$ cat src/rtl/operand_encoder_pkg.sv
// Shared definitions for the operand encoder: FSM encodings, coded-word field offsets and
// display message codes.
package operand_encoder_pkg;

    // Encoding is visible to the CPU in data_out[15:14].
    typedef enum logic [1:0] {
        StGetA  = 2'd0,
        StGetOp = 2'd1,
        StGetB  = 2'd2,
        StReady = 2'd3
    } enc_state_e;

    localparam int unsigned FIELD_W    = 4;
    localparam int unsigned WORD_W     = 12;
    localparam int unsigned FIRST_LSB  = 0;
    localparam int unsigned SECOND_LSB = 4;
    localparam int unsigned OP_LSB     = 8;
    localparam int unsigned READY_BIT  = 12;
    localparam int unsigned ERR_BIT    = 13;
    localparam int unsigned STATE_LSB  = 14;
    localparam int unsigned STATUS_W   = 16;

    localparam logic [1:0] MSG_NORMAL = 2'b00;
    localparam logic [1:0] MSG_OP     = 2'b01;
    localparam logic [1:0] MSG_VAL    = 2'b10;
    localparam logic [1:0] MSG_ERR    = 2'b11;

    // Error display overrides the field prompt.
    function automatic logic [1:0] msg_for(enc_state_e st, logic err);
        logic [1:0] m;
        if (err) begin
            m = MSG_ERR;
        end else begin
            unique case (st)
                StGetOp: m = MSG_OP;
                StReady: m = MSG_NORMAL;
                default: m = MSG_VAL;
            endcase
        end
        return m;
    endfunction

endpackage

$ cat src/rtl/operand_encoder_debounce.sv
// btn_debounce: two-flop synchroniser, stability counter and rising-edge press pulse for one
// raw push-button.
module btn_debounce #(
    parameter int unsigned DEBOUNCE_CYCLES = 500000,
    parameter int unsigned CNT_W           = 19
) (
    input  logic clk,
    input  logic rst,
    input  logic btn,
    output logic press
);

    logic             sync1_q, sync2_q;
    logic             level_q, level_d;
    logic             press_q, press_d;
    logic [CNT_W-1:0] cnt_q, cnt_d;

    // Bring the asynchronous button level into the clock domain.
    always_ff @(posedge clk or posedge rst) begin
        if (rst) begin
            sync1_q <= 1'b0;
            sync2_q <= 1'b0;
        end else begin
            sync1_q <= btn;
            sync2_q <= sync1_q;
        end
    end

    // Accept a new level only after it has differed from the current one for the full window.
    always_comb begin
        cnt_d   = '0;
        level_d = level_q;
        press_d = 1'b0;
        if (sync2_q != level_q) begin
            if (cnt_q == CNT_W'(DEBOUNCE_CYCLES - 1)) begin
                level_d = sync2_q;
                press_d = sync2_q;
            end else begin
                cnt_d = cnt_q + CNT_W'(1);
            end
        end
    end

    // Debounce state registers.
    always_ff @(posedge clk or posedge rst) begin
        if (rst) begin
            cnt_q   <= '0;
            level_q <= 1'b0;
            press_q <= 1'b0;
        end else begin
            cnt_q   <= cnt_d;
            level_q <= level_d;
            press_q <= press_d;
        end
    end

    assign press = press_q;

endmodule

$ cat src/rtl/operand_encoder.sv
// operand_encoder: collects operand A, operation and operand B from the switches, packs them into
// a 12-bit coded word and presents it to the CPU for polling and acknowledgement.
module operand_encoder
    import operand_encoder_pkg::*;
#(
    parameter int unsigned DATA_W          = 32,
    parameter int unsigned DEBOUNCE_CYCLES = 500000,
    parameter int unsigned CNT_W           = 19,
    parameter int unsigned NUM_OPS         = 4
) (
    input  logic              clk,
    input  logic              rst,
    input  logic              btn_confirm,
    input  logic              btn_cancel,
    input  logic [7:0]        sw,
    input  logic              sel,
    input  logic              wr_enable,
    output logic [DATA_W-1:0] data_out,
    output logic [1:0]        msg
);

    logic confirm, cancel, ack;
    logic [FIELD_W-1:0] sw_s1_q, sw_s2_q;
    logic unused_sw;

    enc_state_e state_q, state_d;
    logic err_q, err_d;
    logic ready_q, ready_d;
    logic [FIELD_W-1:0] first_q, first_d;
    logic [FIELD_W-1:0] op_q, op_d;
    logic [FIELD_W-1:0] second_q, second_d;
    logic [WORD_W-1:0] word;
    logic op_legal;

    btn_debounce #(
        .DEBOUNCE_CYCLES(DEBOUNCE_CYCLES),
        .CNT_W          (CNT_W)
    ) u_db_confirm (
        .clk  (clk),
        .rst  (rst),
        .btn  (btn_confirm),
        .press(confirm)
    );

    btn_debounce #(
        .DEBOUNCE_CYCLES(DEBOUNCE_CYCLES),
        .CNT_W          (CNT_W)
    ) u_db_cancel (
        .clk  (clk),
        .rst  (rst),
        .btn  (btn_cancel),
        .press(cancel)
    );

    assign unused_sw = ^sw[7:4];
    assign ack       = sel & wr_enable;
    assign op_legal  = 32'(sw_s2_q) < NUM_OPS;

    // Switches only need synchronising; they are sampled on a debounced confirm.
    always_ff @(posedge clk or posedge rst) begin
        if (rst) begin
            sw_s1_q <= '0;
            sw_s2_q <= '0;
        end else begin
            sw_s1_q <= sw[FIELD_W-1:0];
            sw_s2_q <= sw_s1_q;
        end
    end

    // Entry sequencing; cancel beats confirm, ack beats cancel in READY.
    always_comb begin
        state_d  = state_q;
        err_d    = err_q;
        first_d  = first_q;
        op_d     = op_q;
        second_d = second_q;
        unique case (state_q)
            StGetA: begin
                if (confirm && !cancel) begin
                    first_d = sw_s2_q;
                    state_d = StGetOp;
                end
            end
            StGetOp: begin
                if (cancel) begin
                    state_d = StGetA;
                end else if (confirm) begin
                    if (op_legal) begin
                        op_d    = sw_s2_q;
                        state_d = StGetB;
                    end else begin
                        err_d = 1'b1;
                    end
                end
            end
            StGetB: begin
                if (cancel) begin
                    state_d = StGetOp;
                end else if (confirm) begin
                    second_d = sw_s2_q;
                    state_d  = StReady;
                end
            end
            StReady: begin
                if (ack) begin
                    state_d = StGetA;
                end else if (cancel) begin
                    state_d = StGetB;
                end
            end
            default: state_d = StGetA;
        endcase
        if (state_d != state_q) begin
            err_d = 1'b0;
        end
        ready_d = (state_d == StReady);
    end

    // FSM and field registers.
    always_ff @(posedge clk or posedge rst) begin
        if (rst) begin
            state_q  <= StGetA;
            err_q    <= 1'b0;
            ready_q  <= 1'b0;
            first_q  <= '0;
            op_q     <= '0;
            second_q <= '0;
        end else begin
            state_q  <= state_d;
            err_q    <= err_d;
            ready_q  <= ready_d;
            first_q  <= first_d;
            op_q     <= op_d;
            second_q <= second_d;
        end
    end

    always_comb begin
        word = '0;
        word[FIRST_LSB +: FIELD_W]  = first_q;
        word[SECOND_LSB +: FIELD_W] = second_q;
        word[OP_LSB +: FIELD_W]     = op_q;
    end

    // Zero-latency read mux; bus sees zeros when not selected.
    always_comb begin
        data_out = '0;
        if (sel) begin
            data_out[WORD_W-1:0]     = word;
            data_out[READY_BIT]      = ready_q;
            data_out[ERR_BIT]        = err_q;
            data_out[STATE_LSB +: 2] = state_q;
        end
    end

    // Display prompt for the field the user is expected to enter.
    always_comb begin
        msg = msg_for(state_q, err_q);
    end

endmodule

$ cat config.mk
export PLATFORM = sky130hd
export DESIGN_NAME = operand_encoder
export DESIGN_NICKNAME = d
export VERILOG_FILES = /design/src/rtl/operand_encoder_pkg.sv /design/src/rtl/operand_encoder_debounce.sv /design/src/rtl/operand_encoder.sv
export SDC_FILE = /design/constraint.sdc
export NUM_CORES = 1
export LEC_CHECK = 0
export CAP_MARGIN = 20
export CORE_MARGIN = 2
export CORE_UTILIZATION = 49
export CTS_CLUSTER_SIZE = 30
export DETAILED_ROUTE_END_ITERATION = 8
export PLACE_DENSITY = 0.76
export SLEW_MARGIN = 20
export SYNTH_ARGS = -nofsm -noshare
export SYNTH_HDL_FRONTEND = slang
export SYNTH_SLANG_ARGS = --single-unit
$ cat constraint.sdc
create_clock -name clk -period 2.4 [get_ports clk]
set_input_delay 0.6 -clock clk [delete_from_list [all_inputs] [get_ports clk]]
set_output_delay 0.6 -clock clk [all_outputs]
set_load 0.01 [all_outputs]
=== Yosys cells after proc, flatten, opt, wreduce, memory -nomap -nowiden ===
Index checks and enable logic that the tools add are counted.

* Add/subtract/negate cells: 2
* Equal/unequal tests: 11
* $lt $le $gt $ge: 1
* Reductions and logical operators: 11
* Mux-type cells: 25
* Bitwise logic cells: 2

{| class="wikitable"
|+ Operator list
! cell !! number
|-
| $mux W19 || 4
|-
| $add A19 B1 Y19 const B || 2
|-
| $eq A19 B19 Y1 const B || 2
|-
| $mux W2 || 9
|-
| $mux W16 || 1
|-
| $mux W1 || 9
|-
| $pmux W2 S4 || 1
|-
| $reduce_and A4 Y1 || 2
|-
| $eq A2 B2 Y1 const B || 3
|-
| $reduce_and A2 Y1 || 3
|-
| $lt A4 B3 Y1 const B || 1
|-
| $pmux W2 S2 || 1
|-
| $reduce_bool A2 Y1 || 2
|-
| $reduce_and A3 Y1 || 1
|-
| $eq A2 B1 Y1 const B || 1
|-
| $logic_not A2 Y1 || 1
|-
| $ne A1 B1 Y1 || 2
|-
| $ne A2 B1 Y1 const B || 1
|-
| $ne A2 B2 Y1 || 1
|-
| $ne A2 B2 Y1 const B || 1
|-
| $and A1 B1 Y1 || 1
|-
| $logic_and A1 B1 Y1 || 1
|-
| $logic_not A1 Y1 || 1
|-
| $not A1 Y1 || 1
|}

* Register bits after elaboration: 70
* Input port bits: 14

=== Longest topological paths before layout ===
Gate-level depths: netlist (run 1).

* Depth after elaboration: 8
* Depth in mapped cells: 6

=== Hierarchy ===
From an unflattened synthesis (run 1), not the netlist that was laid out.

* Cells, all modules: 315
* Area total of the unflattened synthesis: 3520.9 um^2

{| class="wikitable"
|+ Modules (own cells, without submodules)
! module !! cells an instance !! area each (um^2) !! instances
|-
| btn_debounce || 108 || 1153.6 || 2
|-
| operand_encoder || 99 || 1213.7 || 1
|}

=== Worst setup path after synthesis (run 1) ===
OpenSTA, ideal clock, no wires.

* Kind: register to register
* Start: register u_db_cancel.cnt_q[11]
* End: register u_db_cancel.level_q
* Data arrival time: 1971 ps
* Buffers on the path: 0
* Stages on the path, launching flop included: 5
* Required time: 2275 ps
* Setup slack: 305 ps
* Clock period less this slack: 2095 ps
* Setup time: 125 ps
* Path through: dfrtp_1 or4_1 or4_4 nor2_1 mux2_2

* Cells in the longest elaborated chain, start to end: 2

{| class="wikitable"
|+ Ends and longest elaborated chain
! element !! RTL line !! source
|-
| from (decl) || operand_encoder_debounce.sv:16 || <nowiki>logic [CNT_W-1:0] cnt_q, cnt_d;</nowiki>
|-
| from (signal assigned) || operand_encoder_debounce.sv:51 || <nowiki>cnt_q <= cnt_d;</nowiki>
|-
| $eq A19 B19 Y1 || operand_encoder_debounce.sv:35 || <nowiki>if (cnt_q == CNT_W'(DEBOUNCE_CYCLES - 1)) begin</nowiki>
|-
| $reduce_and A2 Y1 (no source line) || n/a ||
|-
| to (signal assigned) || operand_encoder_debounce.sv:52 || <nowiki>level_q <= level_d;</nowiki>
|-
| to (decl) || operand_encoder_debounce.sv:14 || <nowiki>logic level_q, level_d;</nowiki>
|}

Every way passes these cells.
A chain may end at the register's enable or synchronous reset.

=== Worst setup path in the final report (run 1) ===
Ends and elaborated chain as after synthesis.

==> summary.md, run 1 <==
| Metric | Value |
|---|---|
| Proportion of layout cells with a drive suffix above 1 | 0.118 |
| Hold buffer count at cts | 0 |
| Switching part of the total | 0.222 |
| Register area share after synthesis | 0.526 |
| Reg2Reg Setup Slack | between 0.1 and 0.15 ns |
| Crit path launch type | register |
| Cell taking the most area after synthesis | dfrtp_1 |
| Overflow after GRT | 0 |
| Top Usage Layer GRT | met2 |
| Synth area leaders | dfrtp_1 (53%), xnor2_1 (5.8%), and2_1 (4.1%), mux2_2 (4.1%), nor2_1 (3.9%) |
| Worst-path clk slew | around 0.08 ns |
| Worst-path maximum fanout | 6 |
| Maximum vdd drop | 0.000250 V |
| CTS max path bufs | 2 |
| Final WL | 5730 microns |
| PD cells | roughly 680 nW/um^2 |
| DP HPWL | ~4000 microns |
| Seq cells post-synth | 70 |
| # fillers | 559 |
| Clock Sink Count | 70 |
| CP Capture Type | register |
| Total power | 2.63 mW |
| CTS buffer count | 9 |
| EDFF count, synth | 0 |
| Final WS setup | 0.141 ns |
| Met2 usage | 0.273 |
| Cell chain of the critical path | or4_1 -> or4_4 -> nor2_1 -> mux2_2 |
| Core Box Area | 6680 sq um |
| CTS tree | yes |
| Clock Skew | roughly 0.011 ns |
| Final Setup Violations | 0 |
| Io pins | 48 |
| Crit path time final | between 2 and 2.5 ns |
| Netlist cell types | between 40 and 50 |
| Dpl ws | -0.0792 ns |
| Yosys top cell area share | 0.526 |
| Mapped Avg Cell Area | 10.5 sq um |
| Via density | 5.21 |
| CP endpoint | u_db_cancel.level_q |
| Largest stage delay on the critical path | 0.55 ns |
| Ant diodes | 0 |
| Max Cap Viol | 0 |
| Chip height | a little under 90 microns |
| Drt drc | 0 |
| Met1 GRT Util | 0.228 |
| Worst-Margin Slew | 0.626 ns |
| Final Hold Viols | 0 |
| Nets@finish | roughly 370 |
| DRT antenna net count | 0 |
| Worst hold path class | reg2reg |
| Worst reg2reg path depth | 4 |
| Top cells by count, synth | dfrtp_1 (70), nor2_1 (35), and2_1 (22), xnor2_1 (22), nand2_1 (18) |
| Worst flop-to-flop path endpoint | u_db_cancel.level_q |
| Vias in the first global route | ~2,200 |
| All-Layer GR Usage | 0.173 |
| Starting Density | 0.499 |
| Leak | 1.73 nW |
| Slew headroom | 0.582 |
| Htree depth | 3 |
| Slew Viols, Final | 0 |
| Worst EP arrival | 2.48 ns |
| Most used standard cell by instance count after synthesis | dfrtp_1 |
| Reg2Reg Launch Point | u_db_cancel.cnt_q[11] |
| Total setup buffers inserted after CTS | 0 |
| DR WL/cell | 13.2 microns |
| CP startpoint | u_db_cancel.cnt_q[11] |
| Final Cycle Share | 0.941 |
| Fmax | 443 MHz |
| Ys Warns | 0 |
| Net load switching power | around 580 uW |
| Final Non-Filler Cells | 435 |
| Post-synth ARST share | 1.00 |
| Slowest-stage cell, CP | or4_1 |
| Finished Core Util | 0.582 |
| Vias | between 2,000 and 2,500 |
| Root Driver | clkbuf_8 |
| Placed instance area | between 3000 and 4000 sq um |
| Syn Inst Count | 316 |
| Dpl cells | 419 |
| Run status | finished clean |
| Worst Path Required | 2.62 ns |
| Antenna violations before repair | 0 |
| Post-route cell area | 3890 sq um |
| Ys flop type | dfrtp_1 |
| GR Util met3 | 0.0467 |
| Unrepaired setup endpoints after global routing | false |
| Worst-skew pair later-pin latency | 0.33 ns |
| Largest net degree at the start of global routing | 71 |
| Die area | 7480 sq um |
| Kind of critical path | reg2reg |
| First-pass GRT wire length | 10,200 microns |
| Clk pwr share | 0.445 |
| Flop pwr share | 0.481 |
| Drt initial violations | 127 |
| Layout area overhead | 16.6% |
| Gp weighted congestion | 0.797 |
| DR pass1 iterations | 5 |
| Cell Rows | 30 |
| Die X | 86.5 microns |
| Port bufs | 27 |
| Gate power share | 0.074 |
| Synth Cell Area | 3330 sq um |
| P_int | 2.04 mW |
-- layout by cell type (no fill, tap or decap), types with 2 or more instances in the layout --
cell type	n
nor3_1	7
dfrtp_1	70
nor2b_1	2
or3_1	2
nand2_1	18
xor2_1	8
bufinv_16	3
nand2b_1	5
dlygate4sd2_1	16
ha_1	2
xnor2_1	22
mux2i_1	2
nor4b_1	2
nor2_1	35
inv_1	7
clkinvlp_4	2
mux2_2	12
or4_1	2
clkbuf_8	11
o21ai_0	5
nand4_1	11
clkdlybuf4s50_1	11
nor4_1	11
a31o_2	2
buf_4	4
and4_1	4
nand3_1	14
a21oi_1	8
and2_1	22
nor3b_1	2
conb_1	16
-- sequential cells by signal, summed over array words and instances, names as in the netlist, 2 cells and up --
| register | flops |
|---|---|
| u_db_cancel.cnt_q | 19 |
| u_db_confirm.cnt_q | 19 |
| first_q | 4 |
| op_q | 4 |
| second_q | 4 |
| sw_s1_q | 4 |
| sw_s2_q | 4 |
| state_q | 2 |
-- per-layer routing --
layer	up-vias	routed length (microns)
met5	-	0
met4	0	59
met3	4	213
met2	44	2820
met1	1093	2640
li1	1125	-
-- worst max-delay path, delay by kind of cell (launching register included) --
family           cells  cell delay, ns
AND/OR/NAND/NOR      3            1.35
flip-flops           1            0.44
multiplexers         1            0.36
-- kinds of logic (layout without fill, tap and decap cells) --
| logic type | count (synthesis) | count (layout) | synth area share |
|---|---|---|---|
| flip-flops | 70 | 70 | 0.526 |
| AO/OA/AOI/OAI | 22 | 22 | 0.0439 |
| XOR/XNOR | 30 | 30 | 0.0789 |
| adder cells (fa/ha/maj) | 2 | 2 | 0.00751 |
| buffers and inverters | 32 | 56 | 0.0567 |
| other | 1 | 16 | 0.00113 |
| AND/OR/NAND/NOR | 145 | 145 | 0.240 |
| multiplexers | 14 | 14 | 0.0466 |
-- layout make-up --
type	instances	area [sq um]	share of cell area
clock buffer	11	151	0.0390
sequential	70	1750	0.451
clock inverter	5	105	0.0270
inverter	8	30.0	0.00773
timing repair buffer	32	300	0.0773
tap	80	100	0.0258
multi-input combinational	229	1450	0.373
-- per-stage QoR --
stage | hold WS [ns] | TNS (ns)
finish | 0.358 | 0
global route | 0.366 | 0
detailed placement | 0.339 | -1.07
CTS | 0.362 | 0
floorplan | 0.331 | 0
global placement | 0.332 | -1.15
-- worst min path at each step --
stage	cells past startpoint	endpoint	startpoint	slack, ns
floorplan	0	sw_s2_q[0]	sw_s1_q[0]	0.33
global placement	0	u_db_cancel.sync2_q	u_db_cancel.sync1_q	0.33
detailed placement	0	u_db_confirm.sync2_q	u_db_confirm.sync1_q	0.34
CTS	0	sw_s2_q[0]	sw_s1_q[0]	0.36
global route	0	sw_s2_q[0]	sw_s1_q[0]	0.37
finish	0	u_db_cancel.sync2_q	u_db_cancel.sync1_q	0.36
-- repair_timing --
item	in CTS	in global routing
endpoints found under the hold margin	0	0
resized for setup	16	0
endpoints found under the setup margin	16	0
-- power groups by stage --
stage          clock [mW]  combinational [mW]  sequential (mW)
3_5_place_dp            0               0.201             1.28
3_3_place_gp            0               0.194             1.28
6_report             1.17               0.193             1.26
4_1_cts              1.20               0.196             1.26
5_1_grt              1.26               0.215             1.27
2_1_floorplan           0               0.151             1.26
(Power assumes the default switching activity.)
==> run 2, diff against run 1 <==
--- a/config.mk
+++ b/config.mk
@@ -5,11 +5,14 @@
 export SDC_FILE = /design/constraint.sdc
 export NUM_CORES = 1
 export LEC_CHECK = 0
+export ABC_AREA = 1
 export CAP_MARGIN = 20
+export CORE_ASPECT_RATIO = 1.75
 export CORE_MARGIN = 2
-export CORE_UTILIZATION = 49
+export CORE_UTILIZATION = 50
 export CTS_CLUSTER_SIZE = 30
 export DETAILED_ROUTE_END_ITERATION = 8
+export GPL_TIMING_DRIVEN = 0
 export PLACE_DENSITY = 0.76
 export SLEW_MARGIN = 20
 export SYNTH_ARGS = -nofsm -noshare
==> summary.md, run 2 <==
| Metric | Value |
|---|---|
| Die X | 69.0 microns (-20%) |
| Leak | 2.17 nW (+26%) |
| Slew headroom | 0.429 (-0.153) |
| Ys Warns | 0 (unchanged) |
| Gp weighted congestion | 0.917 (+15%) |
| CTS buffer count | 9 (unchanged) |
| All-Layer GR Usage | 0.225 (+0.0524) |
| Synth Cell Area | 3700 sq um (+11%) |
| Starting Density | 0.515 (+0.0159) |
| Seq cells post-synth | 70 (unchanged) |
| Mapped Avg Cell Area | 7.67 sq um (-27%) |
| Flop pwr share | 0.433 (-0.048) |
| Final WS setup | 0.207 ns (+0.0660 ns) |
| Crit path time final | 2.19 ns (-0.0660 ns) |
| Syn Inst Count | 482 (+53%) |
| Met2 usage | 0.383 (+0.110) |
| Clk pwr share | 0.502 (+0.057) |
| CP startpoint | state_q[0] |
| Die area | 8120 sq um (+8.7%) |
| Largest registers | u_db_cancel.cnt_q (19), u_db_confirm.cnt_q (19) |
| Dpl ws | -0.0444 ns (+0.0349 ns) |
| CTS tree | yes |
| Final Setup Violations | 0 (unchanged) |
| Gate power share | 0.065 (-0.009) |
| Most used standard cell by instance count after synthesis | nand2_1 |
| Hold depth | 0 (unchanged) |
| Core Box Area | 7180 sq um (+7.5%) |
| Multi-input logic area | 1600 sq um (+11%) |
| DR WL/cell | 12.5 microns (-5.4%) |
| Overflow after GRT | 0 (unchanged) |
| Resized cells post-CTS | 0 (-16) |
| Net load switching power | 633 uW (+8.4%) |
| Clock Skew | 0.00658 ns (-0.00465 ns) |
| Clock Sink Count | 70 (unchanged) |
| Final WL | 7790 microns (+36%) |
| DP HPWL | 5880 microns (+47%) |
| Total power | 2.82 mW (+7.5%) |
| First-pass GRT wire length | 13,700 microns (+34%) |
| Chip height | 118 microns (+36%) |
| CP Capture Type | output port |
| # fillers | 652 (+17%) |
| Worst-path clk slew | 0.06 ns (-0.02 ns) |
| Register area share after synthesis | 0.474 (-0.0518) |
| Worst reg2reg path depth | 4 (unchanged) |
| Max Cap Viol | 0 (unchanged) |
| Met1 GRT Util | 0.256 (+0.0280) |
| Run status | finished clean |
| Top Usage Layer GRT | met2 |
| Total setup buffers inserted after CTS | 0 (unchanged) |
| Final Cycle Share | 0.914 (-0.0275) |
| P_int | 2.19 mW (+7.2%) |
| DR pass1 iterations | 4 (-1) |
| DRT antenna net count | 0 (unchanged) |
| Fmax | 456 MHz (+3.0%) |
| Layout area overhead | 20.9% |
| CTS max path bufs | 2 (unchanged) |
| Worst Hold Endpoint | sw_s2_q[0] |
| HP Start | sw_s1_q[0] |
| Yosys top cell area share | 0.474 (-0.0518) |
| Worst hold path class | reg2reg |
| GR Util met3 | 0.0583 (+0.0117) |
| Netlist cell types | 35 (-20%) |
| Slew Viols, Final | 0 (unchanged) |
| Vias in the first global route | 3,062 (+37%) |
| Ant diodes | 0 (unchanged) |
| Most frequent cells in the layout | nand2_1 (118), nor2_1 (100), dfrtp_1 (70) |
| Root Driver | clkbuf_16 |
| FF+latch area | 1750 sq um (unchanged) |
| Drt drc | 0 (unchanged) |
| Reg2Reg Launch Point | u_db_confirm.level_q |
| Worst flop-to-flop path endpoint | u_db_confirm.cnt_q[18] |
| Antenna violations before repair | 0 (unchanged) |
| Post-synth ARST share | 1.00 (unchanged) |
| Via density | 4.87 (-6.5%) |
| Worst-path maximum fanout | 7 (+1) |
| Unrepaired setup endpoints after global routing | false |
| PD cells | 632 nW/um^2 (-6.5%) |
| Synth area leaders | dfrtp_1 (47%), nand2_1 (12%), nor2_1 (10%), inv_1 (6.9%), nand3_1 (3.2%) |
| Nets@finish | 550 (+50%) |
| Maximum vdd drop | 0.000542 V (+120%) |
| Port bufs | 26 (-3.7%) |
| Worst-Margin Slew | 0.850 ns (+0.224 ns) |
| Ys flop type | dfrtp_1 |
| Switching part of the total | 0.224 (+0.00195) |
| Cell Rows | 41 (+37%) |
| Worst-skew pair later-pin latency | 0.33 ns (about the same) |
| Final Hold Viols | 0 (unchanged) |
| Top cells by count, synth | nand2_1 (118), nor2_1 (100), dfrtp_1 (70) |
| Crit path launch type | register |
| Io pins | 48 (unchanged) |
| EDFF count, synth | 0 (unchanged) |
| Worst EP arrival | 1.59 ns (-0.89 ns) |
| Largest net degree at the start of global routing | 57 (-20%) |
| Htree depth | 3 (unchanged) |
| Drt initial violations | 165 (+30%) |
| Proportion of layout cells with a drive suffix above 1 | 0.108 (-0.0107) |
| Vias | 3,043 (+34%) |
| Worst Path Required | 1.80 ns (-0.82 ns) |
| Most common cell after layout, fill and taps aside | nand2_1 |
| Reg2Reg Setup Slack | 0.73 ns (+0.59 ns) |
| Kind of critical path | reg2out |
| Cell taking the most area after synthesis | dfrtp_1 |
| Hold buffer count at cts | 0 (unchanged) |
## run 2: changes by cell type after synthesis, moves of 5 or more
cell | previous run | this run
nand2_1 | 18 | 118
nor2_1 | 35 | 100
inv_1 | 8 | 68
and2_1 | 22 | 0
xnor2_1 | 22 | 3
mux2_2 | 12 | 0
nand3_1 | 14 | 24
nor4_1 | 11 | 1
o21ai_0 | 5 | 14
clkbuf_1 | 6 | 1
nand2b_1 | 5 | 0
nand4_1 | 11 | 6
nor2_4 | 0 | 5
## run 2: worst max-delay path by stage
stage,endpoint,slack (ns),cells after the start
final,msg[0],0.21,3
after global routing,msg[0],0.09,3
after CTS,msg[0],0.19,3
after detailed placement,data_out[4],-0.04,5
after global placement,u_db_cancel.cnt_q[15],-1.04,2
after floorplan,err_q,0.03,1
## run 2: layer usage
metal,vias to the layer above,share of wire,routed length (microns)
met5,-,0,0
met4,0,0.030,235
met3,19,0.030,235
met2,61,0.56,4330
met1,1413,0.38,2990
li1,1550,-,-
## run 2: kinds of logic after synthesis
family,count (synthesis),share of synthesized area
flops,70,0.474
compound gates,28,0.0410
xor+xnor,14,0.0332
buf+inv,89,0.108
other cells,1,0.00101
simple gates,278,0.336
fa+ha+maj,2,0.00677
## run 2: critical path: stages (launching register included)
cell and delay, ns:
dfrtp_1 0.46, inv_1 0.10, o21ai_0 0.15, clkdlybuf4s50_1 0.55
## run 2: stage by stage
stage               TNS, ns  hold WS, ns   util  cell area (sq um)  std cells
floorplan                 0        0.331      -               3750        497
global placement     -72.62        0.333  0.574               4120        609
detailed placement   -0.105        0.336  0.578               4150        610
CTS                       0        0.349  0.622               4470        625
global route              0        0.354  0.622               4470        625
finish                    0        0.349  0.622               4470        625
## run 2: layout make-up
type,instances,share of cell area
flip-flops and latches,70,0.392
multi-input cells,338,0.359
repair buffers,27,0.0644
inverters,69,0.0585
clock buffers,9,0.0504
plain buffers,19,0.0303
well taps,86,0.0241
clock inverters,7,0.0213
## run 2: power groups by stage
stage                     Sequential (mW)  Combinational (mW)  Clock (mW)
after CTS                            1.22               0.184        1.45
after floorplan                      1.24               0.123           0
final                                1.22               0.182        1.42
after detailed placement             1.24               0.184           0
after global routing                 1.23               0.209        1.50
after global placement               1.24               0.173           0
